### config.mk
export PLATFORM = sky130hd
export DESIGN_NAME = mlp_result_framer
export DESIGN_NICKNAME = d
export VERILOG_FILES = /design/src/rtl/mlp_result_framer.sv
export SDC_FILE = /design/constraint.sdc
export NUM_CORES = 1
export LEC_CHECK = 0
export CAP_MARGIN = 20
export CORE_MARGIN = 3
export CORE_UTILIZATION = 40
export CTS_BUF_LIST = sky130_fd_sc_hd__clkbuf_8
export DETAILED_ROUTE_END_ITERATION = 10
export GPL_TIMING_DRIVEN = 0
export PLACE_DENSITY = 0.66
export SETUP_SLACK_MARGIN = 0.5
export SYNTH_ARGS = -nofsm -noshare
export SYNTH_HDL_FRONTEND = slang
export SYNTH_SLANG_ARGS = --single-unit
### constraint.sdc
create_clock -name clk -period 17.2 [get_ports clk]
set_clock_uncertainty 0.2 [all_clocks]
set_input_delay 2.58 -clock clk [delete_from_list [all_inputs] [get_ports clk]]
set_output_delay 2.58 -clock clk [all_outputs]
set_load 0.05 [all_outputs]
### src/rtl/mlp_result_framer.sv
`default_nettype none
// ============================================================================
// Module      : mlp_result_framer
// Description : Buffers MLP accumulator results {layer, acc0, acc1} in a small
//               FIFO and serializes each one as a fixed 10-byte frame on a
//               byte valid/ready stream feeding the UART transmitter.
//               Frame: HEADER, {5'b0,layer}, acc0[LE x4], acc1[LE x4].
//               Results arriving while the FIFO is full are dropped and
//               counted.
// Revision    : 1.0 - initial release
// ============================================================================
module mlp_result_framer #(
  parameter int         DEPTH  = 8,
  parameter logic [7:0] HEADER = 8'hA5
) (
  input  logic                       clk,
  input  logic                       rst,
  input  logic                       acc_valid,
  input  logic [31:0]                acc0,
  input  logic [31:0]                acc1,
  input  logic [2:0]                 layer,
  input  logic                       flush,
  output logic                       out_valid,
  output logic [7:0]                 out_data,
  output logic                       out_last,
  input  logic                       out_ready,
  output logic [$clog2(DEPTH+1)-1:0] count,
  output logic                       empty,
  output logic                       overflow,
  output logic [7:0]                 drop_cnt
);

  // --------------------------------------------------------------------------
  // Local constants
  // --------------------------------------------------------------------------
  localparam int PTR_W   = $clog2(DEPTH);
  localparam int CNT_W   = $clog2(DEPTH + 1);
  localparam int ENTRY_W = 67;

  localparam logic [PTR_W-1:0] PTR_ONE  = PTR_W'(1);
  localparam logic [CNT_W-1:0] CNT_ONE  = CNT_W'(1);
  localparam logic [CNT_W-1:0] CNT_FULL = CNT_W'(DEPTH);
  localparam logic [3:0]       LAST_IDX = 4'd9;
  localparam logic [7:0]       DROP_MAX = 8'hFF;

  localparam logic [0:0] ST_IDLE = 1'b0;
  localparam logic [0:0] ST_SEND = 1'b1;

  // --------------------------------------------------------------------------
  // Storage and state
  // --------------------------------------------------------------------------
  logic [ENTRY_W-1:0] mem [DEPTH];
  logic [PTR_W-1:0]   wr_ptr;
  logic [PTR_W-1:0]   rd_ptr;

  logic [0:0]         state;
  logic [0:0]         state_next;

  logic [ENTRY_W-1:0] frame;
  logic [ENTRY_W-1:0] frame_next;
  logic [3:0]         byte_idx;
  logic [3:0]         byte_idx_next;

  logic               out_valid_next;
  logic [7:0]         out_data_next;
  logic               out_last_next;

  logic               accept;
  logic               pop;
  logic               push;
  logic               drop;
  logic               full;
  logic [ENTRY_W-1:0] wr_entry;
  logic [ENTRY_W-1:0] head_entry;

  // --------------------------------------------------------------------------
  // Frame byte selection: entry layout is {layer[66:64], acc0[63:32], acc1[31:0]}
  // --------------------------------------------------------------------------
  function automatic logic [7:0] frame_byte(input logic [ENTRY_W-1:0] ent,
                                            input logic [3:0]         idx);
    logic [7:0] b;
    b = 8'h00;
    case (idx)
      4'd0:    b = HEADER;
      4'd1:    b = {5'b00000, ent[66:64]};
      4'd2:    b = ent[39:32];
      4'd3:    b = ent[47:40];
      4'd4:    b = ent[55:48];
      4'd5:    b = ent[63:56];
      4'd6:    b = ent[7:0];
      4'd7:    b = ent[15:8];
      4'd8:    b = ent[23:16];
      4'd9:    b = ent[31:24];
      default: b = 8'h00;
    endcase
    return b;
  endfunction

  // --------------------------------------------------------------------------
  // Handshake and FIFO control. A pop happens only when the final frame byte
  // is taken, so a full FIFO can still accept a result in that same cycle.
  // Flush swallows any concurrent result without counting it as a drop.
  // --------------------------------------------------------------------------
  assign accept     = out_valid & out_ready;
  assign pop        = accept & out_last;
  assign full       = (count == CNT_FULL);
  assign push       = acc_valid & ~flush & (~full | pop);
  assign drop       = acc_valid & ~flush & full & ~pop;
  assign wr_entry   = {layer, acc0, acc1};
  assign head_entry = mem[rd_ptr];
  assign empty      = (count == '0);

  // FIFO storage write; contents need no reset since count gates every read
  always_ff @(posedge clk) begin
    if (push) begin
      mem[wr_ptr] <= wr_entry;
    end
  end

  // FIFO pointers and occupancy; both pointers may move in the same cycle
  always_ff @(posedge clk) begin
    if (rst || flush) begin
      wr_ptr <= '0;
      rd_ptr <= '0;
      count  <= '0;
    end else begin
      if (push) begin
        wr_ptr <= wr_ptr + PTR_ONE;
      end
      if (pop) begin
        rd_ptr <= rd_ptr + PTR_ONE;
      end
      case ({push, pop})
        2'b10:   count <= count + CNT_ONE;
        2'b01:   count <= count - CNT_ONE;
        default: count <= count;
      endcase
    end
  end

  // Sticky overflow flag and saturating drop counter
  always_ff @(posedge clk) begin
    if (rst || flush) begin
      overflow <= 1'b0;
      drop_cnt <= 8'h00;
    end else if (drop) begin
      overflow <= 1'b1;
      if (drop_cnt != DROP_MAX) begin
        drop_cnt <= drop_cnt + 8'h01;
      end
    end
  end

  // --------------------------------------------------------------------------
  // Frame serializer FSM
  // --------------------------------------------------------------------------

  // State register; flush and reset both abandon any frame in progress
  always_ff @(posedge clk) begin
    if (rst || flush) begin
      state <= ST_IDLE;
    end else begin
      state <= state_next;
    end
  end

  // Next-state logic: start a frame whenever an entry is waiting
  always_comb begin
    state_next = state;
    case (state)
      ST_IDLE: begin
        if (count != '0) begin
          state_next = ST_SEND;
        end
      end
      ST_SEND: begin
        if (accept && (byte_idx == LAST_IDX)) begin
          state_next = ST_IDLE;
        end
      end
      default: state_next = ST_IDLE;
    endcase
  end

  // Output logic: next values of the registered stream outputs and frame copy
  always_comb begin
    frame_next     = frame;
    byte_idx_next  = byte_idx;
    out_valid_next = out_valid;
    out_data_next  = out_data;
    out_last_next  = out_last;
    case (state)
      ST_IDLE: begin
        if (count != '0) begin
          frame_next     = head_entry;
          byte_idx_next  = 4'd0;
          out_valid_next = 1'b1;
          out_data_next  = HEADER;
          out_last_next  = 1'b0;
        end
      end
      ST_SEND: begin
        if (accept) begin
          if (byte_idx == LAST_IDX) begin
            byte_idx_next  = 4'd0;
            out_valid_next = 1'b0;
            out_data_next  = 8'h00;
            out_last_next  = 1'b0;
          end else begin
            byte_idx_next  = byte_idx + 4'd1;
            out_data_next  = frame_byte(frame, byte_idx + 4'd1);
            out_last_next  = ((byte_idx + 4'd1) == LAST_IDX);
          end
        end
      end
      default: begin
        byte_idx_next  = 4'd0;
        out_valid_next = 1'b0;
        out_data_next  = 8'h00;
        out_last_next  = 1'b0;
      end
    endcase
  end

  // Registered stream outputs and frame copy; held while stalled
  always_ff @(posedge clk) begin
    if (rst || flush) begin
      frame     <= '0;
      byte_idx  <= 4'd0;
      out_valid <= 1'b0;
      out_data  <= 8'h00;
      out_last  <= 1'b0;
    end else begin
      frame     <= frame_next;
      byte_idx  <= byte_idx_next;
      out_valid <= out_valid_next;
      out_data  <= out_data_next;
      out_last  <= out_last_next;
    end
  end

endmodule
`default_nettype wire

==> run summary, run 1 <==
CLOCK TREE
----------------------------------------------------------------------------------------
Clk buf depth .............................................................            3
PostCTS Resize Cnt ........................................................            0
Number of H-tree branching levels .........................................            3
Clock latency at the later pin of the worst-skew pair .....................      0.69 ns
Number of buffers created by CTS ..........................................          102
Number of setup buffers added after CTS ...................................            0
Total of hold buffers inserted after clock tree synthesis .................            0
Clock sink total ..........................................................          637
TritonCTS clock tree ......................................................          yes
Root Buffer Master ........................................................ sky130_fd_sc_hd__clkbuf_8
CTS clock-pin slew for the worst setup and hold paths .....................      0.06 ns

DRT
----------------------------------------------------------------------------------------
Detail Route Antenna Nets .................................................            0
DRC errors left ...........................................................            0
Routed len/inst ...........................................................      24.2 µm
Via count of the routed design ............................................        13900
Number of violations reported at the end of detailed-routing iteration 0 ..         1128
Total iterations of the first detailed-routing run ........................            7
Detailed-route wire length ................................................     62100 µm
Post-DR vias/cell .........................................................         5.44

LOGIC SYNTHESIS
----------------------------------------------------------------------------------------
Yosys synthesis warning count .............................................            0
Cell area after technology mapping ........................................    25200 µm²
Average cell area after synthesis .........................................     18.3 µm²
Register area share after synthesis .......................................        71.9%
Distinct cells, synth .....................................................           79
Fraction of post-synthesis cell area in the top cell type by area .........        63.9%
Seq cells post-synth ......................................................          637
Cell taking the most area after synthesis ................................. sky130_fd_sc_hd__edfxtp_1
Net count after synthesis .................................................         1463
Cells after synthesis .....................................................         1378
Synth async-reset ratio ...................................................           0%
Top cells by area, synth .................................................. sky130_fd_sc_hd__edfxtp_1 (64%), sky130_fd_sc_hd__mux4_2 (12%), sky130_fd_sc_hd__dfxtp_1 (8.0%), sky130_fd_sc_hd__mux2i_1 (2.7%), sky130_fd_sc_hd__a211oi_1 (2.0%)
Top flip-flop cell by instance count after synthesis ...................... sky130_fd_sc_hd__edfxtp_1
Number of enable-type register cells in the synthesized netlist ...........          536

WORST SETUP PATH
----------------------------------------------------------------------------------------
CP peak stage delay .......................................................      0.85 ns
Cell with the most instances on the worst path ............................ sky130_fd_sc_hd__buf_6
Setup crit end kind .......................................................         flop
Count of cell instances traversed by the critical path ....................            9
Worst R2R Setup Slack .....................................................     13.50 ns
Worst-path fanout max .....................................................           10
Critical Path, Cell by Cell ............................................... clkdlybuf4s50_1 > nand3_1 > a311oi_4 > nand2_1 > nor3b_2 > buf_8 > buf_6 > buf_6 > buf_6
CP startpoint .............................................................    out_ready
Critical Path RT ..........................................................     17.40 ns
Standard cell with the maximum stage delay on the critical path ........... sky130_fd_sc_hd__nor3b_2
Type of origin of the critical path .......................................   input port
Top cell family by delay on the critical path ............................. simple AND/OR/NAND/NOR gates
FF-to-FF Start ............................................................ out_valid$_SDFFE_PP0P_
Data arrival time of the worst path .......................................      5.88 ns
Terminus of the critical flop-to-flop path ................................ mem[6][61]$_DFFE_PP_
Number of cell instances on the worst register-to-register path ...........            8
Sum of buffers and inverters on the critical path .........................            5
Type of the setup path with the least slack ...............................    in -> reg

GLOBAL ROUTING
----------------------------------------------------------------------------------------
Global router's overall resource usage ....................................        18.8%
Vias in the first global route ............................................        14200
Overflow left after global routing ........................................            0
Global-route wire length before repair ....................................     93100 µm
Largest net degree at the start of global routing .........................           26
Number of antenna violations at the first check in global routing .........            8

STA
----------------------------------------------------------------------------------------
Tightest slew margin relative to the limit ................................        32.6%
Total of endpoints with negative setup slack in the final report ..........            0
Final worst path period need ..............................................      5.68 ns
Portion of the clock cycle consumed by the worst path in the final layout .        33.0%
Final Hold Slack ..........................................................     0.240 ns
Unrepaired setup endpoints after global routing ...........................           no
Transition time of the tightest slew-check pin ............................      1.01 ns
Hold Violations, Final ....................................................            0
Fmax ......................................................................      176 MHz
Final max-slew violation count ............................................            0

FLOORPLANNING
----------------------------------------------------------------------------------------
IO Count ..................................................................           96
Starting Density ..........................................................        40.6%
Core area .................................................................    62100 µm²
Die extent in x ...........................................................       257 µm
# rows ....................................................................           91
Die extent in y ...........................................................       257 µm
Area enclosed by the die boundary .........................................    66100 µm²

POWER
----------------------------------------------------------------------------------------
Worst vdd rail ir drop ....................................................      53.5 µV
Final Power ...............................................................      2900 µW
Power density of the placed cells .........................................  97.3 nW/µm²
Leakage Power .............................................................   0.00932 µW

PLACEMENT
----------------------------------------------------------------------------------------
GP Congestion .............................................................        0.935
Port buffer count .........................................................           95
Placed Cells ..............................................................         2373
HPWL after detailed placement .............................................     43800 µm

WORST HOLD PATH
----------------------------------------------------------------------------------------
Hold_sp ................................................................... overflow$_SDFFE_PP0P_
Tightest Hold Check Type ..................................................   reg -> reg
Worst hold path stage count ...............................................            2
Worst Hold Endpoint ....................................................... overflow$_SDFFE_PP0P_

FLOW RUN
----------------------------------------------------------------------------------------
Number of maximum-capacitance constraint violations .......................            0

FINAL LAYOUT
----------------------------------------------------------------------------------------
Most common cell after layout, fill and taps aside ........................ sky130_fd_sc_hd__edfxtp_1
Fill cell total of the finished layout ....................................         5204
Highest-count cells in the layout ignoring fill and taps .................. sky130_fd_sc_hd__edfxtp_1 (536), sky130_fd_sc_hd__mux4_2 (134), sky130_fd_sc_hd__clkbuf_8 (103), sky130_fd_sc_hd__dfxtp_1 (101), sky130_fd_sc_hd__nor2_1 (100)
Area of the multi-input gates .............................................     6620 µm²
Area added between synthesis and finish ...................................        18.2%
Post-route core utilization ...............................................        48.0%
Fraction of layout cells with a size suffix above 1 .......................        23.5%
Final #Nets ...............................................................         1726
Final cell count without fillers ..........................................         2564
Sequential Area ...........................................................    18100 µm²

RUN STATUS
----------------------------------------------------------------------------------------
Result of the run .........................................................    completed

[stage by stage]
step	TNS (ns)	instance area (µm²)	setup WS, ns
floorplan	0	25200	6.64
global placement	-51.46	27200	-0.779
detailed placement	0	28000	10.82
CTS	0	29800	11.57
global route	0	29800	11.35
finish	0	29800	11.52
[cells in the mapped netlist, types with 3 or more instances]
library cell	count
sky130_fd_sc_hd__buf_6	9
sky130_fd_sc_hd__a221oi_1	7
sky130_fd_sc_hd__clkbuf_1	25
sky130_fd_sc_hd__a22oi_1	15
sky130_fd_sc_hd__a22o_1	8
sky130_fd_sc_hd__and3_1	8
sky130_fd_sc_hd__and3b_1	3
sky130_fd_sc_hd__a32oi_1	6
sky130_fd_sc_hd__buf_2	45
sky130_fd_sc_hd__nand3_1	19
sky130_fd_sc_hd__mux4_2	134
sky130_fd_sc_hd__nor3_1	9
sky130_fd_sc_hd__nor2b_1	7
sky130_fd_sc_hd__nor2_2	3
sky130_fd_sc_hd__inv_1	12
sky130_fd_sc_hd__o21ai_0	13
sky130_fd_sc_hd__nand3b_1	7
sky130_fd_sc_hd__xnor2_1	11
sky130_fd_sc_hd__nand4_1	7
sky130_fd_sc_hd__nand2b_1	5
sky130_fd_sc_hd__dfxtp_1	101
sky130_fd_sc_hd__nor3b_1	3
sky130_fd_sc_hd__xor2_1	4
sky130_fd_sc_hd__mux2i_1	68
sky130_fd_sc_hd__nor4_2	3
sky130_fd_sc_hd__o21ai_1	9
sky130_fd_sc_hd__or3_1	3
sky130_fd_sc_hd__nor2_1	101
sky130_fd_sc_hd__nand2_1	30
sky130_fd_sc_hd__a21oi_1	19
sky130_fd_sc_hd__edfxtp_1	536
sky130_fd_sc_hd__ha_1	12
sky130_fd_sc_hd__buf_1	4
sky130_fd_sc_hd__o22ai_1	4
sky130_fd_sc_hd__buf_4	5
sky130_fd_sc_hd__a211oi_1	68
[final cells by class]
cell class,count,area share [%]
timing repair buffer,159,5.73
sequential,637,60.8
inverter,13,0.164
clock buffer,103,4.76
multi-input combinational,640,22.2
buffer,88,1.59
tap,837,3.52
clock inverter,81,1.18
antenna,6,0.0504
[cells by family (layout without fill, tap and decap cells)]
group                      Yosys count  after routing  synth area share [%]
AOI/OAI and AO/OA                  184            184                  5.53
xor gates and xnor gates            15             15                 0.521
adders and majority gates           13             13                 0.675
buffers and inverters              101            444                  2.07
DFF                                637            637                  71.9
muxes                              205            205                  14.8
other                                0              6                     0
and+or+nand+nor                    223            223                  4.53
[sequential cells by signal (all words and copies together), names as in the netlist]
name	count
mem	536
frame	67
drop_cnt	8
out_data	8
byte_idx	4
count	4
rd_ptr	3
wr_ptr	3
out_last	1
out_valid	1
overflow	1
state	1
[routing by layer]
layer | vias to the layer above | global-route usage, % | share of wire (%)
li1 | 6172 | - | -
met1 | 7208 | 26.5 | 44
met2 | 471 | 29.5 | 47
met3 | 92 | 4.03 | 6.8
met4 | 6 | 5.86 | 2.0
met5 | - | 0 | 0.055
[power by group]
part / internal (µW) / switching (µW)
clock network: 556 / 572
registers: 1690 / 6.31
logic: 32.8 / 47.1
[worst max path at each step]
stage	slack (ns)	end
floorplan	6.64	mem[0][0]$_DFFE_PP_
global placement	-0.78	mem[0][58]$_DFFE_PP_
detailed placement	10.82	mem[6][59]$_DFFE_PP_
CTS	11.57	mem[6][65]$_DFFE_PP_
global route	11.35	mem[6][65]$_DFFE_PP_
finish	11.52	mem[6][61]$_DFFE_PP_
[worst register-to-register path, cell delays in order, from the launching register on]
cell and delay, ns:
sky130_fd_sc_hd__dfxtp_1 0.41, sky130_fd_sc_hd__nand3_1 0.35, sky130_fd_sc_hd__a311oi_4 0.57, sky130_fd_sc_hd__nand2_1 0.28, sky130_fd_sc_hd__nor3b_2 0.85, sky130_fd_sc_hd__buf_8 0.25
sky130_fd_sc_hd__buf_6 0.20, sky130_fd_sc_hd__buf_6 0.17, sky130_fd_sc_hd__buf_6 0.15
Note: power is estimated with default switching activity, not from simulation.
==> run 2, diff against run 1 <==
==> constraint.sdc (replaced) <==
create_clock -name clk -period 5.3 [get_ports clk]
set_clock_uncertainty 0.2 [all_clocks]
set_input_delay 0.795 -clock clk [delete_from_list [all_inputs] [get_ports clk]]
set_output_delay 0.795 -clock clk [all_outputs]
set_load 0.05 [all_outputs]
==> run summary, run 2 (synthesis gave the netlist of run 1 again) <==
RUN STATUS
----------------------------------------------------------------------------------------
Result of the run .........................................................    completed

FINAL LAYOUT
----------------------------------------------------------------------------------------
Flip-flop count of the largest register, all copies and words added .......          536
Fraction of layout cells with a size suffix above 1 .......................        22.6%
Area of the multi-input gates .............................................     6660 µm²
Highest-count cells in the layout ignoring fill and taps .................. sky130_fd_sc_hd__edfxtp_1 (536), sky130_fd_sc_hd__mux4_2 (134), sky130_fd_sc_hd__dfxtp_1 (101), sky130_fd_sc_hd__nor2_1 (100), sky130_fd_sc_hd__clkbuf_8 (100)
Most common cell after layout, fill and taps aside ........................ sky130_fd_sc_hd__edfxtp_1
Final #Nets ...............................................................         1702
Area added between synthesis and finish ...................................        18.5%
Fill cell total of the finished layout ....................................         5138
Sequential Area ...........................................................    18100 µm²
Registers with the highest flip-flop counts ............................... mem x536, frame x67
Largest Register ..........................................................          mem

STA
----------------------------------------------------------------------------------------
Unrepaired setup endpoints after global routing ...........................           no
Final max-slew violation count ............................................            0
Final Hold Slack ..........................................................     0.251 ns
Portion of the clock cycle consumed by the worst path in the final layout .        68.9%
Final setup TNS ...........................................................         0 ns
Transition time of the tightest slew-check pin ............................     0.968 ns
Tightest slew margin relative to the limit ................................        35.5%
Hold Violations, Final ....................................................            0
Final worst path period need ..............................................      3.65 ns
Fmax ......................................................................      274 MHz
Total of endpoints with negative setup slack in the final report ..........            0

FLOORPLANNING
----------------------------------------------------------------------------------------
# rows ....................................................................           91
Die extent in y ...........................................................       257 µm
IO Count ..................................................................           96
Core area .................................................................    62100 µm²
Area enclosed by the die boundary .........................................    66100 µm²
Starting Density ..........................................................        40.6%
Die extent in x ...........................................................       257 µm

PLACEMENT
----------------------------------------------------------------------------------------
Port buffer count .........................................................           95
HPWL after detailed placement .............................................     43100 µm
GP Congestion .............................................................        0.939

DRT
----------------------------------------------------------------------------------------
Total iterations of the first detailed-routing run ........................            5
Number of violations reported at the end of detailed-routing iteration 0 ..         1229
Detailed-route wire length ................................................     61800 µm
Detail Route Antenna Nets .................................................            0
Post-DR vias/cell .........................................................         5.43
DRC errors left ...........................................................            0
Via count of the routed design ............................................        13800
Routed len/inst ...........................................................      24.3 µm

POWER
----------------------------------------------------------------------------------------
Net switching share of the total power ....................................        21.4%
Sequential share of power .................................................        57.6%
Part of the power in combinational logic ..................................         2.7%
Worst vdd rail ir drop ....................................................       169 µV
Clock power share .........................................................        39.7%
Power density of the placed cells .........................................   319 nW/µm²
Net switching power figure ................................................      2040 µW
Design internal power .....................................................      7490 µW
Leakage Power .............................................................   0.00924 µW

CLOCK TREE
----------------------------------------------------------------------------------------
PostCTS Resize Cnt ........................................................            0
Number of H-tree branching levels .........................................            3
Clock sink total ..........................................................          637
Total of hold buffers inserted after clock tree synthesis .................            0
Clk buf depth .............................................................            3
Number of setup buffers added after CTS ...................................            0
Root Buffer Master ........................................................ sky130_fd_sc_hd__clkbuf_8
Number of buffers created by CTS ..........................................          100
CTS clock-pin slew for the worst setup and hold paths .....................      0.06 ns
TritonCTS clock tree ......................................................          yes
Clock latency at the later pin of the worst-skew pair .....................      0.71 ns

WORST SETUP PATH
----------------------------------------------------------------------------------------
Worst-path fanout max .....................................................           11
FF-to-FF Start ............................................................ out_valid$_SDFFE_PP0P_
Type of the setup path with the least slack ...............................    in -> reg
CP startpoint .............................................................    out_ready
Critical Path RT ..........................................................      5.49 ns
Data arrival time of the worst path .......................................      3.84 ns
Type of origin of the critical path .......................................   input port
Setup crit end kind .......................................................         flop

GLOBAL ROUTING
----------------------------------------------------------------------------------------
Overflow left after global routing ........................................            0
Global-route wire length before repair ....................................     92700 µm
Largest net degree at the start of global routing .........................           27
Number of antenna violations at the first check in global routing .........            6
Global router's overall resource usage ....................................        18.9%
Vias in the first global route ............................................        14200

FLOW RUN
----------------------------------------------------------------------------------------
Number of maximum-capacitance constraint violations .......................            0

WORST HOLD PATH
----------------------------------------------------------------------------------------
Tightest Hold Check Type ..................................................   reg -> reg
Hold_sp ................................................................... overflow$_SDFFE_PP0P_

## run 2: cell types whose count changed in the layout (fill, tap and decap cells not counted), moves of 3 or more
cell	change
sky130_fd_sc_hd__nor3_2	-3
sky130_fd_sc_hd__buf_16	+10
sky130_fd_sc_hd__inv_6	+3
sky130_fd_sc_hd__clkinv_1	+10
sky130_fd_sc_hd__buf_4	-8
sky130_fd_sc_hd__buf_8	+13
sky130_fd_sc_hd__inv_1	-12
sky130_fd_sc_hd__buf_6	-37
sky130_fd_sc_hd__bufinv_16	+3
sky130_fd_sc_hd__nor3_4	+3
sky130_fd_sc_hd__clkbuf_8	-3
## run 2: worst max-delay path, cell delays in order
cell	delay, ns
sky130_fd_sc_hd__clkdlybuf4s50_1	0.50
sky130_fd_sc_hd__nand3_1	0.31
sky130_fd_sc_hd__a311oi_4	0.52
sky130_fd_sc_hd__nand2_1	0.33
sky130_fd_sc_hd__nor3b_4	0.78
sky130_fd_sc_hd__buf_16	0.23
sky130_fd_sc_hd__buf_8	0.17
sky130_fd_sc_hd__buf_8	0.17
## run 2: power by group through the flow
| stage | Sequential [µW] | Clock [µW] | Combinational [µW] |
|---|---|---|---|
| 2_1_floorplan | 5590 | 0 | 101 |
| 3_3_place_gp | 5600 | 0 | 240 |
| 3_5_place_dp | 5590 | 0 | 263 |
| 4_1_cts | 5490 | 3880 | 264 |
| 5_1_grt | 5490 | 4120 | 285 |
| 6_report | 5490 | 3780 | 262 |
## run 2: through the flow
stage | worst slack, ns | total power [µW] | cell area, µm² | utilization, % | instances
2_1_floorplan | 0.270 | 5690 | 25300 | - | 1378
3_3_place_gp | -3.24 | 5840 | 27300 | 43.9 | 2310
3_5_place_dp | 0.863 | 5860 | 28000 | 45.2 | 2351
4_1_cts | 1.62 | 9630 | 29900 | 48.1 | 2535
5_1_grt | 1.46 | 9890 | 29900 | 48.1 | 2537
6_report | 1.65 | 9530 | 29900 | 48.1 | 2541
## run 2: worst paths after layout
path / endpoint / slack, ns / cells past startpoint
worst min register to register: overflow$_SDFFE_PP0P_ / 0.25 / 2
worst max register to register: mem[6][2]$_DFFE_PP_ / 1.85 / 7
worst min-delay path: overflow$_SDFFE_PP0P_ / 0.25 / 2
worst max-delay path: mem[6][2]$_DFFE_PP_ / 1.65 / 8
## run 2: final cells by class
type	count	area share, %
Buffer	88	1.58
Multi-Input combinational cell	640	22.3
Clock buffer	100	4.61
Clock inverter	84	1.49
Timing Repair Buffer	137	5.69
Sequential cell	637	60.6
Inverter	13	0.163
Tap cell	837	3.51
Antenna cell	5	0.0419
## run 2: routing by layer
| metal | wire, µm | vias up | part of all wire, % | GRT usage, % |
|---|---|---|---|---|
| met3 | 3990 | 79 | 6.5 | 4.04 |
| li1 | - | 6123 | - | - |
| met2 | 29800 | 439 | 48 | 30.2 |
| met1 | 26800 | 7148 | 43 | 26.2 |
| met5 | 28 | - | 0.045 | 0 |
| met4 | 1180 | 4 | 1.9 | 5.75 |
